[config.mk]
export PLATFORM = sky130hd
export DESIGN_NAME = rf_write_arbiter_flat
export DESIGN_NICKNAME = d
export VERILOG_FILES = /design/src/rtl/rf_write_arbiter_if.sv /design/src/rtl/rf_write_arbiter.sv /design/src/flat_wrapper.sv
export SDC_FILE = /design/constraint.sdc
export NUM_CORES = 1
export LEC_CHECK = 0
export CAP_MARGIN = 40
export CORE_UTILIZATION = 30
export DETAILED_ROUTE_END_ITERATION = 6
export PLACE_DENSITY = 0.54
export REMOVE_ABC_BUFFERS = 1
export SYNTH_ARGS = -nofsm -noshare
export SYNTH_HDL_FRONTEND = slang
export SYNTH_SLANG_ARGS = --single-unit
[constraint.sdc]
create_clock -name clk -period 2.67 [get_ports clk]
set_input_delay 0.534 -clock clk [delete_from_list [all_inputs] [get_ports clk]]
set_output_delay 0.534 -clock clk [all_outputs]
set_load 0.01 [all_outputs]
[src/rtl/rf_write_arbiter_if.sv]
// rtl/rf_write_arbiter_if.sv - regfile write arbiter signal bundle
// master drives the pipeline, long-latency and mark inputs; slave is the arbiter.
interface rf_write_arbiter_if;
  logic        pipe_wen;
  logic [4:0]  pipe_addr;
  logic [31:0] pipe_wd;
  logic        lat_valid;
  logic        lat_ready;
  logic [4:0]  lat_addr;
  logic [31:0] lat_wd;
  logic        mark_valid;
  logic [4:0]  mark_addr;
  logic [31:0] busy;
  logic        stall_req;
  logic        w_wen;
  logic [4:0]  w_addr;
  logic [31:0] w_wd;

  modport master (
    output pipe_wen, pipe_addr, pipe_wd,
    output lat_valid, lat_addr, lat_wd,
    output mark_valid, mark_addr,
    input  lat_ready, busy, stall_req, w_wen, w_addr, w_wd
  );

  modport slave (
    input  pipe_wen, pipe_addr, pipe_wd,
    input  lat_valid, lat_addr, lat_wd,
    input  mark_valid, mark_addr,
    output lat_ready, busy, stall_req, w_wen, w_addr, w_wd
  );
endinterface

[src/rtl/rf_write_arbiter.sv]
// rtl/rf_write_arbiter.sv - merges pipeline writeback and long-latency FIFO onto one regfile port
// Pipeline always wins; buffered completions drain on free cycles, with busy scoreboard and starvation stall.
module rf_write_arbiter #(
  parameter int FIFO_DEPTH = 4,
  parameter int STARVE_MAX = 8
) (
  input logic             clk,
  input logic             reset,
  rf_write_arbiter_if.slave bus
);
  localparam int PW = $clog2(FIFO_DEPTH);
  localparam int CW = PW + 1;
  localparam int SW = $clog2(STARVE_MAX + 1);

  logic [4:0]    fifo_addr [FIFO_DEPTH];
  logic [31:0]   fifo_wd   [FIFO_DEPTH];
  logic [PW-1:0] wr_ptr;
  logic [PW-1:0] rd_ptr;
  logic [CW-1:0] count;

  logic [SW-1:0] starve;
  logic [SW-1:0] starve_nxt;
  logic [31:0]   busy_q;
  logic [31:0]   busy_nxt;
  logic          stall_q;
  logic          w_wen_q;
  logic [4:0]    w_addr_q;
  logic [31:0]   w_wd_q;

  logic fifo_ne;
  logic ready;
  logic push;
  logic pipe_eff;
  logic pop;
  logic [4:0] head_addr;

  assign fifo_ne   = (count != '0);
  assign ready     = (count < CW'(FIFO_DEPTH));
  // Accepted entries for $0 are swallowed without occupying a slot.
  assign push      = bus.lat_valid && ready && (bus.lat_addr != 5'd0);
  assign pipe_eff  = bus.pipe_wen && (bus.pipe_addr != 5'd0);
  assign pop       = !pipe_eff && fifo_ne;
  assign head_addr = fifo_addr[rd_ptr];

  assign bus.lat_ready = ready;
  assign bus.busy      = busy_q;
  assign bus.stall_req = stall_q;
  assign bus.w_wen     = w_wen_q;
  assign bus.w_addr    = w_addr_q;
  assign bus.w_wd      = w_wd_q;

  always_ff @(posedge clk) begin
    if (push) begin
      fifo_addr[wr_ptr] <= bus.lat_addr;
      fifo_wd[wr_ptr]   <= bus.lat_wd;
    end
  end

  always_ff @(posedge clk or posedge reset) begin
    if (reset) begin
      wr_ptr <= '0;
      rd_ptr <= '0;
      count  <= '0;
    end else begin
      if (push) wr_ptr <= wr_ptr + 1'b1;
      if (pop)  rd_ptr <= rd_ptr + 1'b1;
      case ({push, pop})
        2'b10:   count <= count + 1'b1;
        2'b01:   count <= count - 1'b1;
        default: count <= count;
      endcase
    end
  end

  // A new reservation in the same cycle as a pop of that register must survive.
  always_comb begin
    busy_nxt = busy_q;
    if (pop) busy_nxt[head_addr] = 1'b0;
    if (bus.mark_valid && (bus.mark_addr != 5'd0)) busy_nxt[bus.mark_addr] = 1'b1;
    busy_nxt[0] = 1'b0;
  end

  always_comb begin
    starve_nxt = starve;
    if (!fifo_ne || pop) starve_nxt = '0;
    else if (starve != SW'(STARVE_MAX)) starve_nxt = starve + 1'b1;
  end

  always_ff @(posedge clk or posedge reset) begin
    if (reset) begin
      busy_q  <= '0;
      starve  <= '0;
      stall_q <= 1'b0;
    end else begin
      busy_q  <= busy_nxt;
      starve  <= starve_nxt;
      stall_q <= (starve_nxt == SW'(STARVE_MAX));
    end
  end

  always_ff @(posedge clk or posedge reset) begin
    if (reset) begin
      w_wen_q  <= 1'b0;
      w_addr_q <= '0;
      w_wd_q   <= '0;
    end else if (pipe_eff) begin
      w_wen_q  <= 1'b1;
      w_addr_q <= bus.pipe_addr;
      w_wd_q   <= bus.pipe_wd;
    end else if (pop) begin
      w_wen_q  <= 1'b1;
      w_addr_q <= head_addr;
      w_wd_q   <= fifo_wd[rd_ptr];
    end else begin
      w_wen_q  <= 1'b0;
    end
  end
endmodule
[src/flat_wrapper.sv]
// flat-port wrapper written by rule: the top's interface ports become plain ports
module rf_write_arbiter_flat 
#(
  parameter int FIFO_DEPTH = 4,
  parameter int STARVE_MAX = 8
)
  (clk, reset, bus_pipe_wen, bus_pipe_addr, bus_pipe_wd, bus_lat_valid, bus_lat_addr, bus_lat_wd, bus_mark_valid, bus_mark_addr, bus_lat_ready, bus_busy, bus_stall_req, bus_w_wen, bus_w_addr, bus_w_wd);
  rf_write_arbiter_if bus_i ();
  input logic clk;
  input logic reset;
  input wire logic [$bits(bus_i.pipe_wen)-1:0] bus_pipe_wen;
  input wire logic [$bits(bus_i.pipe_addr)-1:0] bus_pipe_addr;
  input wire logic [$bits(bus_i.pipe_wd)-1:0] bus_pipe_wd;
  input wire logic [$bits(bus_i.lat_valid)-1:0] bus_lat_valid;
  input wire logic [$bits(bus_i.lat_addr)-1:0] bus_lat_addr;
  input wire logic [$bits(bus_i.lat_wd)-1:0] bus_lat_wd;
  input wire logic [$bits(bus_i.mark_valid)-1:0] bus_mark_valid;
  input wire logic [$bits(bus_i.mark_addr)-1:0] bus_mark_addr;
  output wire logic [$bits(bus_i.lat_ready)-1:0] bus_lat_ready;
  output wire logic [$bits(bus_i.busy)-1:0] bus_busy;
  output wire logic [$bits(bus_i.stall_req)-1:0] bus_stall_req;
  output wire logic [$bits(bus_i.w_wen)-1:0] bus_w_wen;
  output wire logic [$bits(bus_i.w_addr)-1:0] bus_w_addr;
  output wire logic [$bits(bus_i.w_wd)-1:0] bus_w_wd;
  assign bus_i.pipe_wen = bus_pipe_wen;
  assign bus_i.pipe_addr = bus_pipe_addr;
  assign bus_i.pipe_wd = bus_pipe_wd;
  assign bus_i.lat_valid = bus_lat_valid;
  assign bus_i.lat_addr = bus_lat_addr;
  assign bus_i.lat_wd = bus_lat_wd;
  assign bus_i.mark_valid = bus_mark_valid;
  assign bus_i.mark_addr = bus_mark_addr;
  assign bus_lat_ready = bus_i.lat_ready;
  assign bus_busy = bus_i.busy;
  assign bus_stall_req = bus_i.stall_req;
  assign bus_w_wen = bus_i.w_wen;
  assign bus_w_addr = bus_i.w_addr;
  assign bus_w_wd = bus_i.w_wd;
  rf_write_arbiter #(.FIFO_DEPTH(FIFO_DEPTH), .STARVE_MAX(STARVE_MAX)) u_core (.clk(clk), .reset(reset), .bus(bus_i));
endmodule
==> reports/metrics.csv, run 1 <==
metric;value;unit
Setup violations, final;0;
ys async rst share;35.4;%
fill cell count;2839;
Via density;4.71;
Clock Latency Late Sink;0.52;ns
Cells after Synth;652;
fin util;41.0;%
cell-by-cell trace of the critical path;clkdlybuf4s50_1 > or3_1 > o311a_1 > inv_1 > ha_1 > inv_1 > fa_1 > xor2_1 > nor2_1 > xnor2_1;
DRC Markers;0;
grt total ovfl;0;
initial antenna violation count;1;
clock buffer count from CTS;26;
Die Ht;178;um
worst hold slack;0.378;ns
Final Hold Viols;0;
Area contributors post-synth;edfxtp_1, dfrtp_1, mux4_2, nor2_1, nand2_1;
CTS tree;built;
largest net degree at the start of global routing;43;
fin worst setup slack;0.422;ns
die width;178;um
fmax;0.445;GHz
FP Rows;64;
Max Cap Viol;0;
Ports;156;
Slowest-stage cell, CP;clkdlybuf4s50_1;
most common cell in the synthesized netlist;edfxtp_1;
WL/cell;17.8;um
Ant. Diodes;0;
CTS Buffer Depth;3;
Setup TNS;0;ns
share of the synthesized area in the top cell type;47.8;%
DIE AREA;31700;um2
vias in the first global route;5996;
Final Skew;0.0100;ns
vias;5904;
area leader, netlist;edfxtp_1;
H-tree Lvls;1;
Commonest cells post-synth;edfxtp_1, nor2_1, nand2_1, dfrtp_1, a31oi_1;
CP peak stage delay;0.41;ns
endpoint class of the critical path;flip-flop;
Hold Crit Class;in -> async;
post-place instance area;11600;um2
Setup WS pre-CTS;-0.108;ns
Crit Path Category;in -> reg;
actual slew at the worst max-slew pin;0.565;ns
Starting DRT DRC Count;326;
worst vdd ir;0.499;mV
LEAKAGE;4.52;nW
relative slew slack;62.3;%
crit path DAT;2.69;ns
Pwr Total;13.2;mW
CP Launch Type;input port;
Min Clock Period, post-route;2.25;ns
hold_buf cts;0;
Max Fanout on Critical Path;2;
Syn Std Cell Area;9300;um2
layout cells sized above 1;15.6;%
Synth cell types;42;
Detailed Place HPWL;14500;um
Area growth syn-to-layout;34.5;%
most used flip-flop cell after synthesis;edfxtp_1;
average cell area after synthesis;14.3;um2
Pre-antenna DRT Iters;5;
post-CTS setup buffer count;0;
Finished Cell Area;12500;um2
PwrDens;1060;nW/um2
period utilisation layout;84.2;%
Post-CTS Resized;0;
final weighted congestion in routability-driven placement;0.750;
Core ar.;30500;um2
Worst Path Required;3.11;ns
clock transition at the registers of the reported paths;0.06;ns
Final Net Count;930;
fin cells;1254;
antenna viol nets, final;0;
flops & latches, synth;229;
placed cells;1206;
yosys synthesis warning count;0;
sequential area share after synthesis;69.6;%
CTS root buf;clkbuf_16;
GRT Total Usage;14.2;%
starting density of the core;30.5;%
global-route wire length before repair;34200;um
PortBufs;154;
status;completed;
RSZ-0062 raised after global routing;false;
Slew Viols, Final;0;
# clock sinks;229;
crit-path most repeated cell;inv_1;
number of flops mapped to enable cells by yosys;148;
total routed wirelength;22400;um
## report_power, final
group / switching [mW] / total [mW] / leakage, nW / internal [mW]
clock network: 1.41 / 3.75 / 0.450 / 2.34
logic: 2.22 / 4.41 / 1.77 / 2.19
registers: 0.447 / 5.09 / 2.30 / 4.64
total: 4.08 / 13.2 / 4.52 / 9.17
## sequential cells by signal, summed over array words and instances (netlist names)
name / count
u_core.rd_ptr: 2
u_core.bus.w_addr: 5
u_core.fifo_addr: 20
u_core.starve: 4
u_core.count: 3
u_core.bus.w_wd: 32
u_core.bus.w_wen: 1
u_core.bus.busy: 31
u_core.bus.stall_req: 1
u_core.wr_ptr: 2
u_core.fifo_wd: 128
## path summary, 6_finish.rpt
path                                          startpoint                          endpoint  slack (ns)  depth (start not counted)
setup reg to reg             u_core.count[1]$_DFFE_PP0P_       u_core.count[1]$_DFFE_PP0P_        0.44                          7
hold reg to reg            u_core.bus.busy[28]$_DFF_PP0_     u_core.bus.busy[28]$_DFF_PP0_        0.53                          2
max in group asynchronous                          reset    u_core.bus.w_wd[4]$_DFFE_PP0P_        1.61                          3
min in group clk           u_core.bus.busy[28]$_DFF_PP0_     u_core.bus.busy[28]$_DFF_PP0_        0.53                          2
hold / removal                                     reset  u_core.bus.w_addr[1]$_DFFE_PP0P_        0.38                          2
setup / recovery                         bus_lat_addr[1]       u_core.count[2]$_DFFE_PP0P_        0.42                         10
## routing by layer
layer,part of all wire [%],wire length [um],vias to the layer above,track usage (%)
li1,-,-,2781,-
met1,46,10200,2924,19.2
met5,0.049,11,-,0
met3,5.8,1300,26,2.96
met2,47,10500,171,23.3
met4,1.4,313,2,3.38
## cell usage in the layout (no fill, tap or decap), types with 7 or more instances in the layout
master and n:
mux4_2 36, clkdlybuf4s50_1 154, nor2_1 90, a31oi_1 43
nand2_1 82, nor3_1 27, inv_1 10, dfrtp_1 79
a21oi_1 36, buf_12 11, ha_1 7, clkbuf_16 27
edfxtp_1 148, buf_4 27
## worst max-delay path, delay by kind of cell
family                   cells  cell delay [ns]
AND/OR/NAND/NOR              2             0.48
adder cells (fa/ha/maj)      2             0.53
AO/OA/AOI/OAI                1             0.33
buffers and inverters        3             0.53
XOR/XNOR                     2             0.28
## final cells by class
type / count / area [um2] / area share [%]
clock inverters: 13 / 169 / 1.35
clock buffers: 35 / 746 / 5.96
flip-flops and latches: 229 / 6480 / 51.8
repair buffers: 192 / 1960 / 15.7
well taps: 396 / 495 / 3.96
multi-input cells: 378 / 2620 / 20.9
inverters: 11 / 43.8 / 0.350
## logic make-up after synthesis
family | share of synthesized area [%]
compound gates | 5.58
xor+xnor | 0.753
fa+ha+maj | 1.16
buf+inv | 2.42
flops | 69.6
mux | 9.16
other cells | 0.0403
simple gates | 11.3
Note: power is estimated with default switching activity, not from simulation.
==> run 2, diff against run 1 <==
Settings changed: PLACE_DENSITY 0.54 to 0.52.
Clock period 2.67 ns to 2.24 ns, I/O delays scaled along.
==> run 2 against run 1 <==
Compared with the run above: worst hold slack worse by 0.096 ns; clock power up 12%; first-iteration DRC count up 19%; sequential share of layout area down 0.43 points; power up 18%; final cell count up 1.7%; combinational power up 22%; sequential cell count unchanged; utilization up 0.34 points; final area up 0.83%; critical path type unchanged; largest power group unchanged.
==> reports/metrics.csv, run 2 (synthesized netlist as in run 1, its figures left out) <==
metric;value;unit;change
status;completed;;unchanged
Detailed Place HPWL;14900;um;was 14500 um
crit path DAT;2.57;ns;was 2.69 ns
Starting DRT DRC Count;388;;was 326
commonest non-fill, non-tap cell in the layout;clkdlybuf4s50_1;;unchanged
H-tree Lvls;1;;unchanged
WL/cell;17.3;um;was 17.8 um
GRT Total Usage;14.2;%;about the same
clock transition at the registers of the reported paths;0.06;ns;about the same
Reg2Reg Launch Point;u_core.count[1]$_DFFE_PP0P_;;unchanged
fin cells;1275;;was 1254
crit-path most repeated cell;inv_1;;unchanged
PwrDens;1240;nW/um2;was 1060 nW/um2
Final Skew;0.00547;ns;was 0.0100 ns
grt total ovfl;0;;unchanged
layout cells sized above 1;17.8;%;was 15.6%
fmax;0.470;GHz;
Slowest-stage cell, CP;clkdlybuf4s50_1;;unchanged
largest net degree at the start of global routing;57;;was 43
reg2reg setup slack;0.18;ns;was 0.44 ns
starting density of the core;30.5;%;unchanged
cell-by-cell trace of the critical path;clkdlybuf4s50_1 > or3_1 > o311a_1 > inv_1 > ha_2 > inv_1 > fa_2 > xor2_1 > nor2_1 > xnor2_1;;was clkdlybuf4s50_1 > or3_1 > o311a_1 > inv_1 > ha_1 > inv_1 > fa_1 > xor2_1 > nor2_1 > xnor2_1
Worst Path Required;2.68;ns;was 3.11 ns
worst hold start;bus_lat_addr[0];;
Crit Path Category;in -> reg;;unchanged
Most flops, register;u_core.fifo_wd;;unchanged
CTS Buffer Depth;3;;unchanged
Hold Crit Class;in -> reg;;was in -> async
LEAKAGE;4.61;nW;was 4.52 nW
Pre-antenna DRT Iters;6;;was 5
DIE AREA;31700;um2;unchanged
period utilisation layout;95.1;%;
Hold Path Cell Cnt;2;;
antenna viol nets, final;0;;unchanged
Worst Hold Path EP;u_core.fifo_addr[2][0]$_DFFE_PP_;;
final weighted congestion in routability-driven placement;0.777;;was 0.750
Max Cap Viol;0;;unchanged
worst vdd ir;0.493;mV;was 0.499 mV
Pwr Total;15.6;mW;was 13.2 mW
clock buffer count from CTS;26;;unchanged
actual slew at the worst max-slew pin;0.504;ns;was 0.565 ns
max reg flops;128;;unchanged
die width;178;um;unchanged
DRC Markers;0;;unchanged
Die Ht;178;um;unchanged
# clock sinks;229;;unchanged
fin worst setup slack;0.111;ns;was 0.422 ns
Ports;156;;unchanged
global-route wire length before repair;34600;um;was 34200 um
placed cells;1224;;was 1206
Slew Viols, Final;0;;unchanged
Clock Latency Late Sink;0.51;ns;was 0.52 ns
Worst R2R End;u_core.count[1]$_DFFE_PP0P_;;unchanged
Final Hold Viols;0;;unchanged
initial antenna violation count;1;;unchanged
vias;5924;;was 5904
Final Net Count;950;;was 930
Bufs and invs on worst path;3;;unchanged
Setup violations, final;0;;unchanged
fill cell count;2822;;was 2839
vias in the first global route;6065;;was 5996
PortBufs;154;;unchanged
Area growth syn-to-layout;35.6;%;was 34.5%
fin util;41.3;%;was 41.0%
Worst R2R Path Depth;7;;unchanged
most frequent cells in the layout;clkdlybuf4s50_1, edfxtp_1, nor2_1, nand2_1, dfrtp_1;;unchanged
CTS root buf;clkbuf_16;;unchanged
Setup WS pre-CTS;-0.429;ns;was -0.108 ns
CTS tree;built;;unchanged
CP Launch Type;input port;;unchanged
Via density;4.65;;was 4.71
Setup TNS;0;ns;unchanged
total routed wirelength;22100;um;was 22400 um
Min Clock Period, post-route;2.13;ns;
Largest delay share family, worst path;buffers and inverters;;unchanged
FP Rows;64;;unchanged
CP peak stage delay;0.42;ns;was 0.41 ns
Core ar.;30500;um2;unchanged
Max Fanout on Critical Path;2;;unchanged
relative slew slack;66.3;%;was 62.3%
endpoint class of the critical path;flip-flop;;unchanged
==> run 2: changes by cell type in the layout (fill, tap and decap cells not counted), moves of 2 or more <==
cell and delta:
buf_4 +20, clkinv_2 +5, clkdlybuf4s50_1 -2, clkbuf_8 -4, dlymetal6s2s_1 +2
==> run 2: final cells by class <==
class / count / area, um2 / area share [%]
clock buffer: 31 / 691 / 5.48
timing repair buffer: 212 / 2120 / 16.8
tap: 396 / 495 / 3.93
clock inverter: 17 / 161 / 1.28
inverter: 11 / 42.5 / 0.337
antenna: 1 / 2.50 / 0.0198
multi-input combinational: 378 / 2630 / 20.8
sequential: 229 / 6480 / 51.3
==> run 2: worst max path at each step <==
stage	startpoint	to	slack [ns]	cells after the start
floorplan	u_core.count[0]$_DFFE_PP0P_	u_core.bus.stall_req$_DFF_PP0_	-0.83	3
global placement	bus_lat_addr[1]	u_core.count[2]$_DFFE_PP0P_	-0.44	10
detailed placement	bus_lat_addr[1]	u_core.count[2]$_DFFE_PP0P_	-0.43	10
CTS	u_core.count[1]$_DFFE_PP0P_	u_core.count[1]$_DFFE_PP0P_	0.09	7
global route	bus_pipe_addr[4]	u_core.count[2]$_DFFE_PP0P_	-0.007	10
finish	bus_lat_addr[3]	u_core.count[2]$_DFFE_PP0P_	0.11	10
==> run 2: metrics by stage <==
step / hold WS (ns) / instance area (um2)
2_1_floorplan: 0.483 / 9120
3_3_place_gp: 0.518 / 11700
3_5_place_dp: 0.522 / 11700
4_1_cts: 0.322 / 12600
5_1_grt: 0.272 / 12600
6_report: 0.282 / 12600
==> run 2: power breakdown <==
part	total [mW]	leakage [nW]	internal, mW	switching, mW
Clock	4.20	0.420	2.54	1.66
Combinational	5.40	1.89	2.71	2.69
Sequential	6.03	2.30	5.53	0.502
Total	15.6	4.61	10.8	4.85
==> run 2: layer usage <==
layer / vias to the layer above / GRT usage (%) / part of all wire [%]
li1: 2822 / - / -
met4: 0 / 3.49 / 1.8
met2: 139 / 23.5 / 47
met1: 2933 / 19.4 / 46
met3: 30 / 2.54 / 4.8
met5: - / 0 / 0
==> run 2: timing repair <==
action / CTS / global route
hold buffers: 0 / 0
setup endpoints to repair: 0 / 2
setup buffers: 0 / 2
gates resized for setup: 0 / 5
==> run 3, diff against run 2 <==
Settings changed: SKIP_LAST_GASP set to 1.
==> results of run 3 <==
No change in the layout: final DEF, timing and power equal those of run 2.
==> edit (flow settings as in run 2) <==
`STARVE_MAX` is set to 8 in 2 places; all go to 16.
--- a/src/rtl/rf_write_arbiter.sv
+++ b/src/rtl/rf_write_arbiter.sv
@@ -4,3 +4,3 @@
   parameter int FIFO_DEPTH = 4,
-  parameter int STARVE_MAX = 8
+  parameter int STARVE_MAX = 16
 ) (
--- a/src/flat_wrapper.sv
+++ b/src/flat_wrapper.sv
@@ -4,3 +4,3 @@
   parameter int FIFO_DEPTH = 4,
-  parameter int STARVE_MAX = 8
+  parameter int STARVE_MAX = 16
 )
Check against the original RTL: no difference found for any inputs over 4 cycles, from zero or initial values and one cycle with reset high; that may be too few to reach the edited logic, so the function may still have changed.
==> edit against run 2 <==
The flow now finishes with violations (design-rule violations); clock power is 1% lower; final area is 0.81% higher; worst hold slack worse by 0.065 ns; synthesized area is 1.8% higher; worst setup slack better by 0.0096 ns; die area is 1.8% higher; sequential cell count is 1 higher; wire length is 1.3% higher; total power hardly changed; highest routed layer is now met5.
==> edit: results (changes against run 2) <==
Met3 Wirelength 1630 um (+55%); metal2 WL 10000 um (-4.3%); post-synthesis async set-or-reset flop share 35.65% (+0.28 points); clock latency on the worst-skew pair 0.53 ns (+0.02 ns); routed length on met1 10210 um (+0.29%); Vias/cell 4.689 (+0.92%); Slew HR 63.27% (-3.0 points); layout cells sized above 1 17.57% (-0.20 points); vias in the first global route 6021 (-0.73%); worst vdd ir 0.6007 mV (+22%); DP Wirelength 15230 um (+2.0%); Setup Skew 0.007948 ns (+0.002475 ns); status complete, but fails checks; gr usage total 13.97% (-0.27 points); reg2reg path depth 4 (-3); initial antenna violation count 2 (+1); Placed Area 0.01185 mm^2 (+1.0%); Synth area leaders edfxtp_1 47%, dfrtp_1 22%, mux4_2 8.8%; post-synthesis sequential area ratio 68.60% (-0.97 points); global-route wire length before repair 34890 um (+0.90%); reg2reg setup slack 0.26 ns (+0.08 ns); DRC 26 (+26); Hold Crit Start bus_lat_addr[1]; number of iterations in the first detailed-routing pass 7 (+1); CP arrival 1.67 ns (-0.90 ns); library cells used by synthesis 51 (+21%); WHS Path Cells 1 (-1); 1st-iter DRT viols 269 (-31%); Lkg Pwr 0.004535 uW (-1.6%); largest net degree at the start of global routing 45 (-21%); top sig layer met5; drt wl/cell 18.22 um (+5.2%); most frequent cells after synthesis 148 x edfxtp_1, 84 x nor2_1, 82 x dfrtp_1; crit-path max FO 3 (+1); failing checks design-rule violations; Reg2Reg Launch Point u_core.rd_ptr[0]
[edit: cell count changes in the layout (fill, tap and decap cells not counted), sizes merged, moves of 11 or more]
cell / before / now
a31oi: 43 / 16
nor3: 29 / 12
a21oi: 36 / 63
nand2: 82 / 7
mux2i: 3 / 36
buf: 58 / 47
[edit: cells by family after synthesis]
kind of cell	synth area share [%]
compound gates	6.118
xor+xnor	0.9250
fa+ha+maj	1.136
buf+inv	2.392
flops	68.60
mux	12.72
other cells	0.03960
simple gates	8.061
[edit: worst max path at each step]
stage,startpoint,to
3_3_place_gp,bus_lat_addr[1],u_core.count[2]
5_1_grt,bus_lat_addr[0],u_core.count[2]
3_5_place_dp,bus_lat_addr[1],u_core.count[2]
6_report,u_core.count[2],bus_lat_ready
4_1_cts,bus_lat_addr[1],u_core.count[2]
2_1_floorplan,u_core.count[0],u_core.count[1]
[edit: metrics by stage]
step	util, %	hold slack (ns)	setup slack [ns]	cells
after detailed placement	38.43	0.5161	-0.5717	1178
after global routing	41.24	0.2484	0.03131	1227
after floorplan	-	0.4686	-3.660	582
after global placement	38.43	0.5087	-0.5496	1178
final	41.25	0.2172	0.1201	1228
after CTS	41.18	0.2821	0.008937	1226
[edit: power by group through the flow]
stage	Combinational [uW]	Sequential (uW)	Clock, uW
5_1_grt	5870	6220	4480
3_5_place_dp	5460	6190	0
2_1_floorplan	2590	6450	0
4_1_cts	5480	6120	4290
3_3_place_gp	5430	6190	0
6_report	5390	6090	4150
[edit: layer usage]
| metal | vias to the layer above | global-route usage (%) |
|---|---|---|
| met5 | - | 0 |
| met4 | 2 | 3.448 |
| met3 | 36 | 4.011 |
| met2 | 173 | 22.03 |
| met1 | 2824 | 18.96 |
| li1 | 2723 | - |
[edit: repair_timing]
action | CTS | global route
resized for setup | 1 | 5
endpoints found under the hold margin | 0 | 0
buffers inserted | 0 | 1
setup endpoints to repair | 1 | 1
pin swaps | 0 | 6
[edit: area by class of cell]
class / instances / area share (%)
Antenna cell: 1 / 0.01968
Tap cell: 396 / 3.896
Clock inverter: 10 / 0.9052
Multi-Input combinational cell: 340 / 21.75
Sequential cell: 230 / 51.10
Clock buffer: 38 / 5.706
Timing Repair Buffer: 201 / 16.23
Inverter: 12 / 0.3837
[edit: worst max-delay path: stages, from the launching register on]
cell	delay, ns
dfrtp_1	0.39
inv_1	0.11
clkdlybuf4s50_1	0.64
